--- src/rtl/spi_pkg.sv ---
// Shared definitions for the SPI target: byte width, default idle byte and
// the target FSM state encoding.
package spi_pkg;

  localparam int unsigned SPI_BYTE_W = 8;
  localparam int unsigned SPI_CNT_W  = $clog2(SPI_BYTE_W);

  // Shifted out on miso whenever no TX byte is queued at a byte boundary.
  localparam logic [SPI_BYTE_W-1:0] SPI_IDLE_BYTE = 8'hFF;

  typedef enum logic [0:0] {
    SPI_T_IDLE  = 1'b0,
    SPI_T_SHIFT = 1'b1
  } spi_t_state_e;

endpackage

--- src/rtl/spi_target_if.sv ---
// Pin and byte-bus bundle of the SPI target.
//   SPI pins : sclk, cs_n, mosi (to target), miso, miso_oe (from target)
//   Byte bus : bus_in, cmd_write, cmd_read (to target);
//              bus_out, busy_write, data_avail, overrun, underrun (from target)
// The slave modport is the target's view, the master modport the view of
// whatever drives the pins and the byte bus.
interface spi_target_if;
  import spi_pkg::*;

  logic                  sclk;
  logic                  cs_n;
  logic                  mosi;
  logic                  miso;
  logic                  miso_oe;
  logic [SPI_BYTE_W-1:0] bus_in;
  logic [SPI_BYTE_W-1:0] bus_out;
  logic                  cmd_write;
  logic                  cmd_read;
  logic                  busy_write;
  logic                  data_avail;
  logic                  overrun;
  logic                  underrun;

  modport master (
    output sclk, cs_n, mosi, bus_in, cmd_write, cmd_read,
    input  miso, miso_oe, bus_out, busy_write, data_avail, overrun, underrun
  );

  modport slave (
    input  sclk, cs_n, mosi, bus_in, cmd_write, cmd_read,
    output miso, miso_oe, bus_out, busy_write, data_avail, overrun, underrun
  );

endinterface

--- src/rtl/spi_sync.sv ---
// Input synchronizer with edge detection.
//   clk, reset : system clock, synchronous active-high reset
//   d_i        : asynchronous input
//   s_o        : synchronized level (SYNC_STAGES flops deep)
//   rise_o     : one-cycle pulse on a 0->1 change of s_o
//   fall_o     : one-cycle pulse on a 1->0 change of s_o
// Edges are suppressed until the chain has been refilled after reset, so a
// pin that is already at the non-reset level does not look like an edge.
module spi_sync #(
  parameter int unsigned SYNC_STAGES = 2,  // 2..3
  parameter logic        RESET_VAL   = 1'b0
) (
  input  logic clk,
  input  logic reset,
  input  logic d_i,
  output logic s_o,
  output logic rise_o,
  output logic fall_o
);

  logic [SYNC_STAGES-1:0] chain_q;
  logic                   prev_q;
  logic [SYNC_STAGES:0]   prime_q;
  logic                   primed;

  always_ff @(posedge clk) begin
    if (reset) begin
      chain_q <= {SYNC_STAGES{RESET_VAL}};
      prev_q  <= RESET_VAL;
      prime_q <= '0;
    end else begin
      chain_q <= {chain_q[SYNC_STAGES-2:0], d_i};
      prev_q  <= chain_q[SYNC_STAGES-1];
      prime_q <= {prime_q[SYNC_STAGES-1:0], 1'b1};
    end
  end

  assign primed = prime_q[SYNC_STAGES];
  assign s_o    = chain_q[SYNC_STAGES-1];
  assign rise_o = primed &  s_o & ~prev_q;
  assign fall_o = primed & ~s_o &  prev_q;

endmodule

--- src/rtl/spi_target.sv ---
// SPI mode-0 target. Oversamples sclk/cs_n/mosi on clk, shifts bytes
// MSB-first full-duplex, and exposes a single-byte buffered byte bus.
//   clk, reset : system clock, synchronous active-high reset
//   bus_io     : SPI pins plus cmd_write/cmd_read handshake and status flags
// TX bytes are loaded into the shifter at select and at every byte boundary
// (sclk fall after a completed byte); an empty buffer sends IDLE_BYTE and
// raises underrun. A received byte overwrites an unread one and raises overrun.
module spi_target
  import spi_pkg::*;
#(
  parameter int unsigned           SYNC_STAGES = 2,  // 2..3
  parameter logic [SPI_BYTE_W-1:0] IDLE_BYTE   = SPI_IDLE_BYTE
) (
  input logic         clk,
  input logic         reset,
  spi_target_if.slave bus_io
);

  localparam logic [SPI_CNT_W-1:0] LastBit = SPI_CNT_W'(SPI_BYTE_W - 1);

  logic sclk_s, sclk_rise, sclk_fall;
  logic cs_n_s, cs_rise, cs_fall;
  logic mosi_s, mosi_rise, mosi_fall;

  spi_sync #(.SYNC_STAGES(SYNC_STAGES), .RESET_VAL(1'b0)) u_sync_sclk (
    .clk    (clk),
    .reset  (reset),
    .d_i    (bus_io.sclk),
    .s_o    (sclk_s),
    .rise_o (sclk_rise),
    .fall_o (sclk_fall)
  );

  spi_sync #(.SYNC_STAGES(SYNC_STAGES), .RESET_VAL(1'b1)) u_sync_cs_n (
    .clk    (clk),
    .reset  (reset),
    .d_i    (bus_io.cs_n),
    .s_o    (cs_n_s),
    .rise_o (cs_rise),
    .fall_o (cs_fall)
  );

  spi_sync #(.SYNC_STAGES(SYNC_STAGES), .RESET_VAL(1'b0)) u_sync_mosi (
    .clk    (clk),
    .reset  (reset),
    .d_i    (bus_io.mosi),
    .s_o    (mosi_s),
    .rise_o (mosi_rise),
    .fall_o (mosi_fall)
  );

  spi_t_state_e          state_q, state_d;
  logic [SPI_CNT_W-1:0]  bit_cnt_q, bit_cnt_d;
  logic [SPI_BYTE_W-1:0] rx_shift_q, rx_shift_d;
  logic [SPI_BYTE_W-1:0] tx_shift_q, tx_shift_d;
  logic [SPI_BYTE_W-1:0] tx_buf_q, tx_buf_d;
  logic                  busy_write_q, busy_write_d;
  logic [SPI_BYTE_W-1:0] rx_buf_q, rx_buf_d;
  logic                  data_avail_q, data_avail_d;
  logic                  overrun_q, overrun_d;
  logic                  underrun_q, underrun_d;
  logic [SPI_BYTE_W-1:0] bus_out_q, bus_out_d;

  logic                  tx_load;
  logic                  rx_done;
  logic [SPI_BYTE_W-1:0] rx_byte;
  logic                  write_acc;
  logic                  read_acc;

  // Shift FSM: select/deselect, bit counting and the two shifters.
  always_comb begin
    state_d    = state_q;
    bit_cnt_d  = bit_cnt_q;
    rx_shift_d = rx_shift_q;
    tx_shift_d = tx_shift_q;
    tx_load    = 1'b0;
    rx_done    = 1'b0;
    rx_byte    = {rx_shift_q[SPI_BYTE_W-2:0], mosi_s};

    case (state_q)
      SPI_T_IDLE: begin
        if (cs_fall) begin
          state_d   = SPI_T_SHIFT;
          bit_cnt_d = '0;
          tx_load   = 1'b1;
        end
      end
      SPI_T_SHIFT: begin
        if (cs_rise) begin
          // Deselect wins over any coincident sclk edge; partial bytes vanish.
          state_d    = SPI_T_IDLE;
          bit_cnt_d  = '0;
          rx_shift_d = '0;
          tx_shift_d = IDLE_BYTE;
        end else begin
          if (sclk_rise) begin
            rx_shift_d = rx_byte;
            bit_cnt_d  = bit_cnt_q + 1'b1;
            rx_done    = (bit_cnt_q == LastBit);
          end
          if (sclk_fall) begin
            if (bit_cnt_q == '0) begin
              tx_load = 1'b1;
            end else begin
              tx_shift_d = {tx_shift_q[SPI_BYTE_W-2:0], 1'b0};
            end
          end
        end
      end
      default: state_d = SPI_T_IDLE;
    endcase

    // The load sees the buffer as it was before any same-cycle write.
    if (tx_load) begin
      tx_shift_d = busy_write_q ? tx_buf_q : IDLE_BYTE;
    end
  end

  // Byte-bus buffers and sticky flags.
  always_comb begin
    write_acc    = bus_io.cmd_write & ~busy_write_q;
    read_acc     = bus_io.cmd_read & data_avail_q;

    tx_buf_d     = write_acc ? bus_io.bus_in : tx_buf_q;
    busy_write_d = busy_write_q;
    if (tx_load)   busy_write_d = 1'b0;
    if (write_acc) busy_write_d = 1'b1;

    underrun_d = underrun_q;
    if (read_acc)               underrun_d = 1'b0;
    if (tx_load & ~busy_write_q) underrun_d = 1'b1;

    rx_buf_d     = rx_done ? rx_byte : rx_buf_q;
    data_avail_d = data_avail_q;
    if (read_acc) data_avail_d = 1'b0;
    if (rx_done)  data_avail_d = 1'b1;

    // A read in the completion cycle consumes the old byte, so no loss.
    overrun_d = overrun_q;
    if (read_acc) begin
      overrun_d = 1'b0;
    end else if (rx_done & data_avail_q) begin
      overrun_d = 1'b1;
    end

    bus_out_d = read_acc ? rx_buf_q : '0;
  end

  always_ff @(posedge clk) begin
    if (reset) begin
      state_q      <= SPI_T_IDLE;
      bit_cnt_q    <= '0;
      rx_shift_q   <= '0;
      tx_shift_q   <= IDLE_BYTE;
      tx_buf_q     <= '0;
      busy_write_q <= 1'b0;
      rx_buf_q     <= '0;
      data_avail_q <= 1'b0;
      overrun_q    <= 1'b0;
      underrun_q   <= 1'b0;
      bus_out_q    <= '0;
    end else begin
      state_q      <= state_d;
      bit_cnt_q    <= bit_cnt_d;
      rx_shift_q   <= rx_shift_d;
      tx_shift_q   <= tx_shift_d;
      tx_buf_q     <= tx_buf_d;
      busy_write_q <= busy_write_d;
      rx_buf_q     <= rx_buf_d;
      data_avail_q <= data_avail_d;
      overrun_q    <= overrun_d;
      underrun_q   <= underrun_d;
      bus_out_q    <= bus_out_d;
    end
  end

  assign bus_io.miso       = (state_q == SPI_T_SHIFT) ? tx_shift_q[SPI_BYTE_W-1] : 1'b1;
  assign bus_io.miso_oe    = ~cs_n_s;
  assign bus_io.bus_out    = bus_out_q;
  assign bus_io.busy_write = busy_write_q;
  assign bus_io.data_avail = data_avail_q;
  assign bus_io.overrun    = overrun_q;
  assign bus_io.underrun   = underrun_q;

  // Only edges of sclk and only the level of mosi are needed.
  logic unused_sync;
  assign unused_sync = ^{sclk_s, mosi_rise, mosi_fall, rx_shift_q[SPI_BYTE_W-1]};

endmodule

--- src/flat_wrapper.sv ---
// flat-port wrapper written by rule: the top's interface ports become plain ports
module spi_target_flat import spi_pkg::*;
#(
  parameter int unsigned           SYNC_STAGES = 2,         
  parameter logic [SPI_BYTE_W-1:0] IDLE_BYTE   = SPI_IDLE_BYTE
)
  (clk, reset, bus_io_sclk, bus_io_cs_n, bus_io_mosi, bus_io_bus_in, bus_io_cmd_write, bus_io_cmd_read, bus_io_miso, bus_io_miso_oe, bus_io_bus_out, bus_io_busy_write, bus_io_data_avail, bus_io_overrun, bus_io_underrun);
  spi_target_if bus_io_i ();
  input logic clk;
  input logic reset;
  input wire logic [$bits(bus_io_i.sclk)-1:0] bus_io_sclk;
  input wire logic [$bits(bus_io_i.cs_n)-1:0] bus_io_cs_n;
  input wire logic [$bits(bus_io_i.mosi)-1:0] bus_io_mosi;
  input wire logic [$bits(bus_io_i.bus_in)-1:0] bus_io_bus_in;
  input wire logic [$bits(bus_io_i.cmd_write)-1:0] bus_io_cmd_write;
  input wire logic [$bits(bus_io_i.cmd_read)-1:0] bus_io_cmd_read;
  output wire logic [$bits(bus_io_i.miso)-1:0] bus_io_miso;
  output wire logic [$bits(bus_io_i.miso_oe)-1:0] bus_io_miso_oe;
  output wire logic [$bits(bus_io_i.bus_out)-1:0] bus_io_bus_out;
  output wire logic [$bits(bus_io_i.busy_write)-1:0] bus_io_busy_write;
  output wire logic [$bits(bus_io_i.data_avail)-1:0] bus_io_data_avail;
  output wire logic [$bits(bus_io_i.overrun)-1:0] bus_io_overrun;
  output wire logic [$bits(bus_io_i.underrun)-1:0] bus_io_underrun;
  assign bus_io_i.sclk = bus_io_sclk;
  assign bus_io_i.cs_n = bus_io_cs_n;
  assign bus_io_i.mosi = bus_io_mosi;
  assign bus_io_i.bus_in = bus_io_bus_in;
  assign bus_io_i.cmd_write = bus_io_cmd_write;
  assign bus_io_i.cmd_read = bus_io_cmd_read;
  assign bus_io_miso = bus_io_i.miso;
  assign bus_io_miso_oe = bus_io_i.miso_oe;
  assign bus_io_bus_out = bus_io_i.bus_out;
  assign bus_io_busy_write = bus_io_i.busy_write;
  assign bus_io_data_avail = bus_io_i.data_avail;
  assign bus_io_overrun = bus_io_i.overrun;
  assign bus_io_underrun = bus_io_i.underrun;
  spi_target #(.SYNC_STAGES(SYNC_STAGES), .IDLE_BYTE(IDLE_BYTE)) u_core (.clk(clk), .reset(reset), .bus_io(bus_io_i));
endmodule
--- config.mk ---
export PLATFORM = sky130hd
export DESIGN_NAME = spi_target_flat
export DESIGN_NICKNAME = d
export VERILOG_FILES = /design/src/rtl/spi_pkg.sv /design/src/rtl/spi_target_if.sv /design/src/rtl/spi_sync.sv /design/src/rtl/spi_target.sv /design/src/flat_wrapper.sv
export SDC_FILE = /design/constraint.sdc
export NUM_CORES = 1
export LEC_CHECK = 0
export ABC_AREA = 1
export BUFFER_PORTS_ARGS = -buffer_cell sky130_fd_sc_hd__buf_2
export CORE_MARGIN = 5
export CORE_UTILIZATION = 25
export DETAILED_ROUTE_END_ITERATION = 8
export PLACE_DENSITY = 0.45
export SETUP_SLACK_MARGIN = 0.3
export SLEW_MARGIN = 10
export SYNTH_ARGS = -nofsm -noshare
export SYNTH_HDL_FRONTEND = slang
export SYNTH_HIERARCHICAL = 1
export SYNTH_SLANG_ARGS = --single-unit
--- constraint.sdc ---
create_clock -name clk -period 1.6 [get_ports clk]
set_input_delay 0.4 -clock clk [delete_from_list [all_inputs] [get_ports clk]]
set_output_delay 0.4 -clock clk [all_outputs]
set_load 0.01 [all_outputs]
Word level (Yosys, flattened, before mapping)

Cells that the tools add are included.

Bitwise gates (word level): 19
$add $sub $neg: 1
Reductions and logical operators: 12
Multiplexer cells: 30
Equality and inequality tests: 4

Operator list:

| cell                                          | number |
|---|---|
| two-way mux 8 bit                             | 6 |
| two-way mux 1 bit                             | 16 |
| two-way mux 7 bit                             | 2 |
| bitwise AND 1 bit                             | 12 |
| nonzero test 2 bit                            | 5 |
| two-way mux 3 bit                             | 3 |
| NOT 1 bit                                     | 7 |
| != test 3 x 1 -> 1 bit, second input constant | 2 |
| case mux 3 bit (2 select lines)               | 1 |
| case mux 1 bit (2 select lines)               | 2 |
| AND reduction 2 bit                           | 2 |
| OR reduction 2 bit                            | 2 |
| adder 3 x 1 -> 3 bit, second input constant   | 1 |
| == test 3 bit, second input constant          | 1 |
| logical NOT 3 bit                             | 1 |
| AND reduction 3 bit                           | 1 |
| nonzero test 3 bit                            | 1 |
| != test 2 x 1 -> 1 bit, second input constant | 1 |

Register bits after elaboration: 61
Logic and storage cells: 86
Bits of input ports: 15
Output and inout bits: 14

Logic depth before layout (Yosys ltp)

Gate-level depths: netlist (run 1).

Depth after elaboration: 8
Mapped depth: 11
Mapped depth without buffers: 11

Cells and area by module

The synthesis (run 1) kept the hierarchy.

Modules (own cells, without submodules):

| module                             | cells each | instances | area each (µm²) | seq. area each (µm²) |
|---|---|---|---|---|
| spi_target                         | 255        | 1         | 1975.6          | 940.9 |
| spi_sync at u_core.u_sync_mosi ... | 21         | 2         | 176.4           | 120.1 |
| spi_sync at u_core.u_sync_cs_n     | 18         | 1         | 172.7           | 120.1 |

Worst setup path after synthesis (run 1)

No wires, ideal clock.

Path kind: flip-flop to flip-flop
Start: reg u_core.u_sync_cs_n.chain_q[1]
End: reg u_core.tx_shift_q[0]
Setup time: 115 ps
Arrival time: 1400 ps
Buffers on the path: 0
Period minus slack after synthesis: 1515 ps
Cell stages (with the launch flop): 12
Data required time: 1485 ps
Slack: 85 ps
Cell sequence: dfxtp_1 -> nand2_1 -> nor2_1 -> inv_2 -> nand2_4 -> nand2_8 -> nand2_8 -> inv_1 -> nor2_1 -> nor2_1 -> nor2_1 -> nand2_1

Elaborated cells between the ends (all ways): 15
Classes of those cells: 1 x eq/ne; 6 x mux; 5 x bitwise; 3 x reduce/logical

RTL lines:

| item                                                     | line              | text |
|---|---|---|
| from (decl)                                              | spi_sync.sv:21    | `logic [SYNC_STAGES-1:0] chain_q;` |
| from (signal assigned)                                   | spi_sync.sv:28    | `chain_q <= {SYNC_STAGES{RESET_VAL}};` |
| from (signal assigned)                                   | spi_sync.sv:32    | `chain_q <= {chain_q[SYNC_STAGES-2:0], d_i};` |
| bitwise AND 1 bit (*) (2 in series)                      | spi_sync.sv:40    | `assign rise_o = primed & s_o & ~prev_q;` |
| net u_core.cs_rise                                       | spi_target.sv:22  | `logic cs_n_s, cs_rise, cs_fall;` |
| two-way mux 1 bit                                        | spi_target.sv:89  | `if (cs_rise) begin` |
| case mux 1 bit (2 select lines)                          | spi_target.sv:80  | `case (state_q)` |
| != test 3 x 1 -> 1 bit (no line) (tied with other cells) | -                 |  |
| AND reduction 3 bit (no line)                            | -                 |  |
| to (signal assigned)                                     | spi_target.sv:166 | `tx_shift_q <= tx_shift_d;` |
| to (decl)                                                | spi_target.sv:55  | `logic [SPI_BYTE_W-1:0] tx_shift_q, tx_shift_d;` |

The timed path passes the listed nets; every way through them passes the cells marked *. The select of a mux whose other input is x is not followed.
A chain may end at the register's enable or synchronous reset.

Final worst setup path (run 1)

Start: reg u_core.state_q
End: out bus_io_miso

Word-level cells in the longest chain between the ends: 1

RTL lines:

| item                   | line               | text |
|---|---|---|
| from (decl)            | spi_target.sv:52   | `spi_t_state_e state_q, state_d;` |
| from (signal assigned) | spi_target.sv:163  | `state_q <= state_d;` |
| two-way mux 1 bit      | spi_target.sv:177  | `assign bus_io.miso = (state_q == SPI_T_SHIFT) ? tx_shift_q[SPI_BYTE_W-1] : 1'b1;` |
| to (decl)              | flat_wrapper.sv:17 | `output wire logic [$bits(bus_io_i.miso)-1:0] bus_io_miso;` |

Every way passes these cells.

==> results_dict.tcl, run 1 <==
set metrics [dict create \
    grt_pass1_vias 1831 \
    grt-ovfl-total 0 \
    die_h_um 108 \
    clk_path_buf_depth 2 \
    yosys_warnings 6 \
    io_pins 29 \
    path_class "reg -> out" \
    min_path_type "in -> reg" \
    synth_cells 300 \
    hold_slack_ps 234 \
    final_cell_mix "dfxtp_1, nand2_1, inv_1, nor2_1, buf_2" \
    fin_crit_sh_pct 91.8 \
    path_max_fanout 2 \
    crit_chain "inv_4, or2_4, buf_6" \
    holdBufCountCts 0 \
    critPathRequiredTime_ps 1200 \
    clock_latency_ps 340 \
    cp_slowest_stage_delay_ps 360 \
    finalMaxSlewViolations 0 \
    cts_tree "done" \
    antenna_found_initial 0 \
    max_freq_mhz 681 \
    drc 0 \
    finClkSkew_ps 13.0 \
    place_area_sq_mm 0.00268 \
    hpwl_um 3340 \
    clock-root-buffer "clkbuf_8" \
    power.total_uw 2920 \
    clock-sinks 61 \
    rsz0062_at_grt "yes" \
    endpoint_kind "output port" \
    finalHoldViolations 0 \
    finalSetupViolCount 0 \
    grt_use_total_pct 9.38 \
    portBuffers 28 \
    drtIter0Drc 96 \
    die-area_sq_mm 0.0116 \
    layout.nets 372 \
    power_density_mw_per_mm2 885 \
    gp_congestion 0.716 \
    synthesis.area_sq_mm 0.00238 \
    p_leak_uw 0.00141 \
    worst_pin_slew_ps 460 \
    routed_wirelength_um 5160 \
    ctsHtreeMaxLevel 3 \
    cp_top_family "flip-flops" \
    outcome "complete, no violations" \
    wl_per_cell_um 10.6 \
    final.min_clock_period_ps 1470 \
    setup_tns_ps 0 \
    final_common_cell "dfxtp_1" \
    drive_above_1_share_pct 39.3 \
    cts_buffers 9 \
    core_sq_mm 0.00924 \
    route.vias.total 1968 \
    avgSynthCellArea_sq_um 7.93 \
    grt_max_degree 33 \
    peakVddDrop_v 0.000354 \
    clk_pin_slew_ps 70 \
    syn_nets 318 \
    dp_slack_ps 70.0 \
    crit_path_top_delay_cell "dfxtp_4" \
    crit_buf_inv 2 \
    row_count 35 \
    viasPerCell 4.03 \
    postRouteAntennaNets 0 \
    cap_viol_max_count 0 \
    relSlewSlack_pct 69.3 \
    diodes 0 \
    initial_core_util_pct 25.8 \
    die-width_um 108 \
    area_growth_pct 38.7 \
    cp-start-kind "flop" \
    cp.arrival_ps 1070 \
    grt_pass1_wl_um 8420 \
    fin_ws_ps 131 \
    dr.pass1.iters 4 \
    final_area_sq_mm 0.00330 \
]
worst paths after layout:
kind	startpoint	to	slack (ps)	cells after the start
hold / removal	bus_io_cs_n	u_core/u_sync_cs_n/chain_q[0]	230	2
setup reg to reg	u_core/u_sync_cs_n/chain_q[1]	u_core/bit_cnt_q[2]	170	10
hold reg to reg	u_core/u_sync_cs_n/prime_q[1]	u_core/u_sync_cs_n/prime_q[2]	400	2
setup / recovery	u_core/state_q	bus_io_miso	130	3
layer usage:
layer / GRT usage, % / share of wire, %
met2: 13.9 / 45
met5: 0 / 0
met3: 3.24 / 3.9
met4: 5.59 / 2.3
met1: 11.6 / 48
state kept, by name, indices dropped and copies added (netlist names), 2 cells and up:
| name | count |
|---|---|
| u_core/u_sync_cs_n/prime_q | 3 |
| u_core/tx_buf_q | 8 |
| u_core/u_sync_mosi/chain_q | 2 |
| u_core/bit_cnt_q | 3 |
| u_core/u_sync_cs_n/chain_q | 2 |
| u_core/rx_shift_q | 7 |
| u_core/tx_shift_q | 8 |
| u_core/u_sync_sclk/prime_q | 3 |
| u_core/u_sync_sclk/chain_q | 2 |
| u_core/rx_buf_q | 8 |
| u_core/bus_io.bus_out | 8 |
per-stage QoR:
step           utilization (%)  cells
3_3_place_gp              29.0    454
3_5_place_dp              29.0    454
2_1_floorplan                -    300
4_1_cts                   33.3    480
5_1_grt                   35.7    488
6_report                  35.7    488
where the power goes:
group,leakage (uW),internal (uW),switching [uW],total (uW)
registers,0.000501,1550,18.3,1570
logic,0.000819,62.2,89.7,152
clock network,0.0000856,565,637,1200
total,0.00141,2180,745,2920
what timing repair did:
action / CTS / global route
setup buffers: 9 / 7
gates resized for setup: 26 / 56
gates cloned: 1 / 1
pin swaps: 6 / 14
setup endpoints to repair: 27 / 37
layout make-up:
class                           count  area [sq um]
Timing Repair Buffer               49           364
Inverter                           39           151
Clock buffer                        9           124
Tap cell                          129           161
Clock inverter                      7          51.3
Multi-Input combinational cell    194          1200
Sequential cell                    61          1240
Fill cell                         962          5940
Power figures use the tool's default switching activity.
==> run 2, diff against run 1 <==
--- a/config.mk
+++ b/config.mk
@@ -8,9 +8,9 @@
 export ABC_AREA = 1
 export BUFFER_PORTS_ARGS = -buffer_cell sky130_fd_sc_hd__buf_2
 export CORE_MARGIN = 5
-export CORE_UTILIZATION = 25
+export CORE_UTILIZATION = 52
 export DETAILED_ROUTE_END_ITERATION = 8
-export PLACE_DENSITY = 0.45
+export PLACE_DENSITY = 0.78
 export SETUP_SLACK_MARGIN = 0.3
 export SLEW_MARGIN = 10
 export SYNTH_ARGS = -nofsm -noshare
==> results_dict.tcl, run 2 (same netlist as run 1, synthesis figures left out) <==
set metrics [dict create \
    rsz0062_at_grt "yes" \
    drive_above_1_share_pct 45.8 \
    power_frac_clock_pct 50.2 \
    power_density_mw_per_mm2 1000 \
    critical_path.startpoint "u_core/state_q" \
    cp-start-kind "flop" \
    cp.arrival_ps 1090 \
    layout.nets 373 \
    dp.cells 376 \
    routed_wirelength_um 6630 \
    die_h_um 77.7 \
    final_common_cell "dfxtp_1" \
    wl_per_cell_um 16.1 \
    combPwrFrac_pct 4.8 \
    intPower_uw 2740 \
    grt_use_total_pct 17.2 \
    initial_core_util_pct 54.3 \
    endpoint "bus_io_miso" \
    fill_cells 234 \
    setup_tns_ps 0 \
    seqCellArea_sq_mm 0.00124 \
    die-area_sq_mm 0.00603 \
    clock_latency_ps 350 \
    finalHoldViolations 0 \
    drtIter0Drc 234 \
    grt_max_degree 33 \
    final.min_clock_period_ps 1490 \
    area_growth_pct 46.4 \
    clk_pin_slew_ps 60 \
    portBuffers 28 \
    cts_tree "done" \
    reg2reg_to "u_core/bus_io.overrun" \
    core_sq_mm 0.00438 \
    route.vias.total 2247 \
    fin_ws_ps 112 \
    finalSetupViolCount 0 \
    gp_congestion 0.828 \
    r2r-start "u_core/u_sync_cs_n/chain_q[1]" \
    p_switching_uw 756 \
    viasPerCell 5.45 \
    final_cells 412 \
    io_pins 29 \
    p_leak_uw 0.00157 \
    holdBufCountCts 0 \
    final_cell_mix "dfxtp_1, nand2_1, inv_1, nor2_1, buf_2" \
    path_class "reg -> out" \
    cap_viol_max_count 0 \
    grt-ovfl-total 0 \
    clock-sinks 61 \
    clk_path_buf_depth 2 \
    die-width_um 77.7 \
    hold_slack_ps 230 \
    relSlewSlack_pct 68.7 \
    postRouteAntennaNets 0 \
    critPathRequiredTime_ps 1200 \
    path_max_fanout 2 \
    seq_power_share_pct 45.0 \
    clock-root-buffer "clkbuf_8" \
    dr.pass1.iters 4 \
    peakVddDrop_v 0.000958 \
    finalMaxSlewViolations 0 \
    worst_pin_slew_ps 469 \
    grt_pass1_vias 1953 \
    antenna_found_initial 0 \
    multi_input_area_sq_mm 0.00137 \
    finClkSkew_ps 12.6 \
    drc 0 \
    ctsHtreeMaxLevel 3 \
    r2r_slack_ps 140 \
    hpwl_um 3110 \
    endpoint_kind "output port" \
    cts_buffers 9 \
    switching_share_pct 21.6 \
    max_freq_mhz 672 \
    row_count 24 \
    fin_crit_sh_pct 93.0 \
    grt_pass1_wl_um 8190 \
    min_path_type "in -> reg" \
    r2r_cells 10 \
    dp_slack_ps 84.2 \
    diodes 0 \
    outcome "complete, no violations" \
]
-- run 2: cell count changes in the layout (fill, tap and decap cells not counted), moves of 3 or more --
cell,change
bufinv_16,+3
dfxtp_2,+4
o21ai_2,+3
inv_2,-3
nand2_1,-8
nand2_4,+7
a21oi_1,-10
a21oi_2,+9
-- run 2: timing repair --
item	4_1_cts	5_1_grt
cloned	2	2
setup endpoints to repair	25	42
buffers inserted	9	7
gates resized for setup	18	107
pin swaps	8	33
-- run 2: power groups by stage --
stage	clock, uW	sequential [uW]	combinational (uW)
2_1_floorplan	0	1600	83.1
5_1_grt	1850	1580	188
3_3_place_gp	0	1600	128
6_report	1750	1570	168
4_1_cts	1740	1570	140
3_5_place_dp	0	1600	130
-- run 2: how the worst min path moves through the flow --
| stage | cells after the start | slack, ps | to | startpoint |
|---|---|---|---|---|
| 6_report | 2 | 230 | u_core/u_sync_cs_n/chain_q[0] | bus_io_cs_n |
| 4_1_cts | 2 | 230 | u_core/u_sync_cs_n/chain_q[0] | bus_io_cs_n |
| 5_1_grt | 2 | 250 | u_core/u_sync_cs_n/chain_q[0] | bus_io_cs_n |
| 3_5_place_dp | 1 | 390 | u_core/u_sync_cs_n/chain_q[1] | u_core/u_sync_cs_n/chain_q[0] |
| 3_3_place_gp | 2 | 390 | u_core/u_sync_sclk/prime_q[1] | u_core/u_sync_sclk/prime_q[0] |
| 2_1_floorplan | 1 | 380 | u_core/u_sync_cs_n/chain_q[1] | u_core/u_sync_cs_n/chain_q[0] |
-- run 2: worst max-delay path, cell delays in order, from the launching register on --
cell	delay (ps)
dfxtp_4	360
inv_4	40
or2_4	220
buf_6	120
-- run 2: area by class of cell --
| type | count | share of cell area [%] |
|---|---|---|
| inverter | 39 | 4.92 |
| multi-input combinational | 196 | 39.4 |
| timing repair buffer | 48 | 10.8 |
| clock inverter | 5 | 3.05 |
| tap | 52 | 1.87 |
| clock buffer | 11 | 4.34 |
| sequential | 61 | 35.7 |
-- run 2: layer usage --
layer | vias up | wire [um] | track usage [%]
met2 | 94 | 3360 | 28.0
li1 | 1056 | - | -
met5 | - | 0 | 0
met3 | 35 | 341 | 4.75
met4 | 0 | 364 | 11.9
met1 | 1062 | 2570 | 19.2
-- run 2: stage by stage --
step                total power [uW]  instance area, sq um  utilization [%]
floorplan                       1680                  2390                -
global route                    3610                  3480             79.5
finish                          3500                  3480             79.5
detailed placement              1730                  2590             59.1
global placement                1730                  2590             59.1
CTS                             3450                  3010             68.7
==> run 3, diff against run 2 <==
--- a/config.mk
+++ b/config.mk
@@ -8,12 +8,11 @@
 export ABC_AREA = 1
 export BUFFER_PORTS_ARGS = -buffer_cell sky130_fd_sc_hd__buf_2
 export CORE_MARGIN = 5
-export CORE_UTILIZATION = 52
+export CORE_UTILIZATION = 51
 export DETAILED_ROUTE_END_ITERATION = 8
 export PLACE_DENSITY = 0.78
 export SETUP_SLACK_MARGIN = 0.3
 export SLEW_MARGIN = 10
 export SYNTH_ARGS = -nofsm -noshare
 export SYNTH_HDL_FRONTEND = slang
-export SYNTH_HIERARCHICAL = 1
 export SYNTH_SLANG_ARGS = --single-unit
==> results_dict.tcl, run 3 <==
set metrics [dict create \
    outcome "complete, no violations" \
    p_switching_uw 679 \
    yosysMostFrequentCell "nand2_1" \
    layout.nets 360 \
    async_flop_share_pct 0 \
    cap_viol_max_count 0 \
    synth_top_flop_cell "dfxtp_1" \
    rsz0062_at_grt "yes" \
    die-area_sq_mm 0.00583 \
    antenna_found_initial 0 \
    clk_path_buf_depth 2 \
    power.total_uw 2810 \
    yosys_warnings 0 \
    final_common_cell "nand2_1" \
    viasPerCell 5.23 \
    wl_per_cell_um 14.3 \
    postRouteAntennaNets 0 \
    combPwrFrac_pct 5.5 \
    grt-ovfl-total 0 \
    path_max_fanout 2 \
    yosysUniqueCellTypes 19 \
    cts_buffers 9 \
    clock_latency_ps 340 \
    min_path_type "in -> reg" \
    row_count 24 \
    grt_use_met1_pct 20.5 \
    power_density_mw_per_mm2 940 \
    dp_slack_ps 173 \
    hold_depth 2 \
    endpoint_kind "output port" \
    synthesis.area_sq_mm 0.00224 \
    grt_pass1_wl_um 7720 \
    ys_top_cells_by_area "dfxtp_1, nand2_1, inv_1" \
    final_cell_mix "nand2_1, dfxtp_1, nor2_1, inv_1, buf_2" \
    routed_wirelength_um 5690 \
    yosys_register_bits 58 \
    fin_ws_ps 146 \
    peakVddDrop_v 0.000713 \
    finalSetupViolCount 0 \
    synth-edff-count 0 \
    synth-seq-area-share_pct 51.8 \
    drive_above_1_share_pct 36.9 \
    synth_top_area_share_pct 51.8 \
    use_met2_pct 24.7 \
    core_sq_mm 0.00432 \
    ctsHtreeMaxLevel 3 \
    die-width_um 76.3 \
    use_met3_pct 6.03 \
    finClkSkew_ps 10.8 \
    grt_max_degree 21 \
    drc 0 \
    portBuffers 28 \
    die_h_um 76.3 \
    area_growth_pct 33.4 \
    worst_pin_slew_ps 350 \
    grt_pass1_vias 1752 \
    io_pins 29 \
    avgSynthCellArea_sq_um 7.68 \
    critPathRequiredTime_ps 1200 \
    r2r_cells 8 \
    finalHoldViolations 0 \
    synthTopCellsByCount "nand2_1, dfxtp_1, inv_1" \
    setup_tns_ps 0 \
    gp_congestion 0.856 \
    route.vias.total 2088 \
    clk_pin_slew_ps 70 \
    final.min_clock_period_ps 1450 \
    seq_power_share_pct 53.2 \
    p_leak_uw 0.00142 \
    finalMaxSlewViolations 0 \
    netlist.top_cell.by_area "dfxtp_1" \
    power_frac_clock_pct 41.3 \
    intPower_uw 2130 \
    synth_cells 292 \
    grt_use_total_pct 16.6 \
    r2r-start "u_core.state_q" \
    min-delay-start "bus_io_cs_n" \
    r2r_slack_ps 210 \
    cp.arrival_ps 1050 \
    reg2reg_to "u_core.tx_shift_q[0]" \
    grt-busiest-layer "met2" \
    hold_end "u_core.u_sync_cs_n.chain_q[0]" \
    relSlewSlack_pct 76.6 \
    diodes 0 \
    syn_nets 310 \
    hpwl_um 2860 \
    clock-root-buffer "clkbuf_8" \
    max_freq_mhz 688 \
    initial_core_util_pct 51.9 \
    dr.pass1.iters 7 \
    switching_share_pct 24.2 \
    fin_crit_sh_pct 90.9 \
    holdBufCountCts 0 \
    drtIter0Drc 248 \
    path_class "reg -> out" \
    clock-sinks 58 \
    cp-start-kind "flop" \
    cts_tree "done" \
    final_util_pct 69.2 \
]
run 3: stage by stage:
step,std cells,instance area (sq um),hold slack (ps)
6_report,399,2990,250
3_5_place_dp,369,2440,392
4_1_cts,391,2720,251
2_1_floorplan,292,2240,388
3_3_place_gp,369,2440,389
5_1_grt,399,2990,248
run 3: layout make-up:
cell class,instances,area [sq um]
Multi-Input combinational cell,193,1150
Sequential cell,58,1180
Clock buffer,11,141
Fill cell,321,1330
Timing Repair Buffer,41,270
Clock inverter,5,30.0
Tap cell,52,65.1
Inverter,39,154
run 3: logic make-up (layout without fill, tap and decap cells):
kind of cell               count (synthesis)  after routing  synth area share, %
buffers and inverters                     47             96                 8.53
adders and majority gates                  3              3                 1.67
and+or+nand+nor                          141            147                 28.2
DFF                                       58             58                 51.8
AOI/OAI and AO/OA                         43             43                 9.87
run 3: worst max-delay path by stage:
stage	start	end	cells past startpoint
2_1_floorplan	u_core.bit_cnt_q[0]	u_core.tx_shift_q[0]	10
3_3_place_gp	u_core.u_sync_sclk.prime_q[2]	u_core.tx_shift_q[0]	7
3_5_place_dp	u_core.u_sync_sclk.prime_q[2]	u_core.bus_io.busy_write	8
4_1_cts	u_core.state_q	bus_io_miso	3
5_1_grt	u_core.state_q	bus_io_miso	3
6_report	u_core.state_q	bus_io_miso	3
run 3: power groups by stage:
stage          clock, uW  combinational, uW  sequential [uW]
6_report            1160                156             1490
5_1_grt             1240                176             1500
4_1_cts             1170                137             1490
3_5_place_dp           0                129             1520
3_3_place_gp           0                127             1520
2_1_floorplan          0               86.0             1520
run 3: worst max-delay path: stages, from the launching register on:
cell     delay [ps]
dfxtp_2         340
inv_2            40
or2_4           220
buf_6           120
run 3: routing by layer:
layer	up-vias	wire [um]
met1	956	2460
met3	20	363
li1	1023	-
met4	0	129
met5	-	0
met2	89	2740
run 3: what timing repair did:
| action | CTS | global route |
|---|---|---|
| buffers inserted | 3 | 5 |
| endpoints found under the setup margin | 32 | 37 |
| pin swaps | 7 | 10 |
| cloned | 3 | 3 |
| hold endpoints to repair | 0 | 0 |
| resized for setup | 24 | 57 |
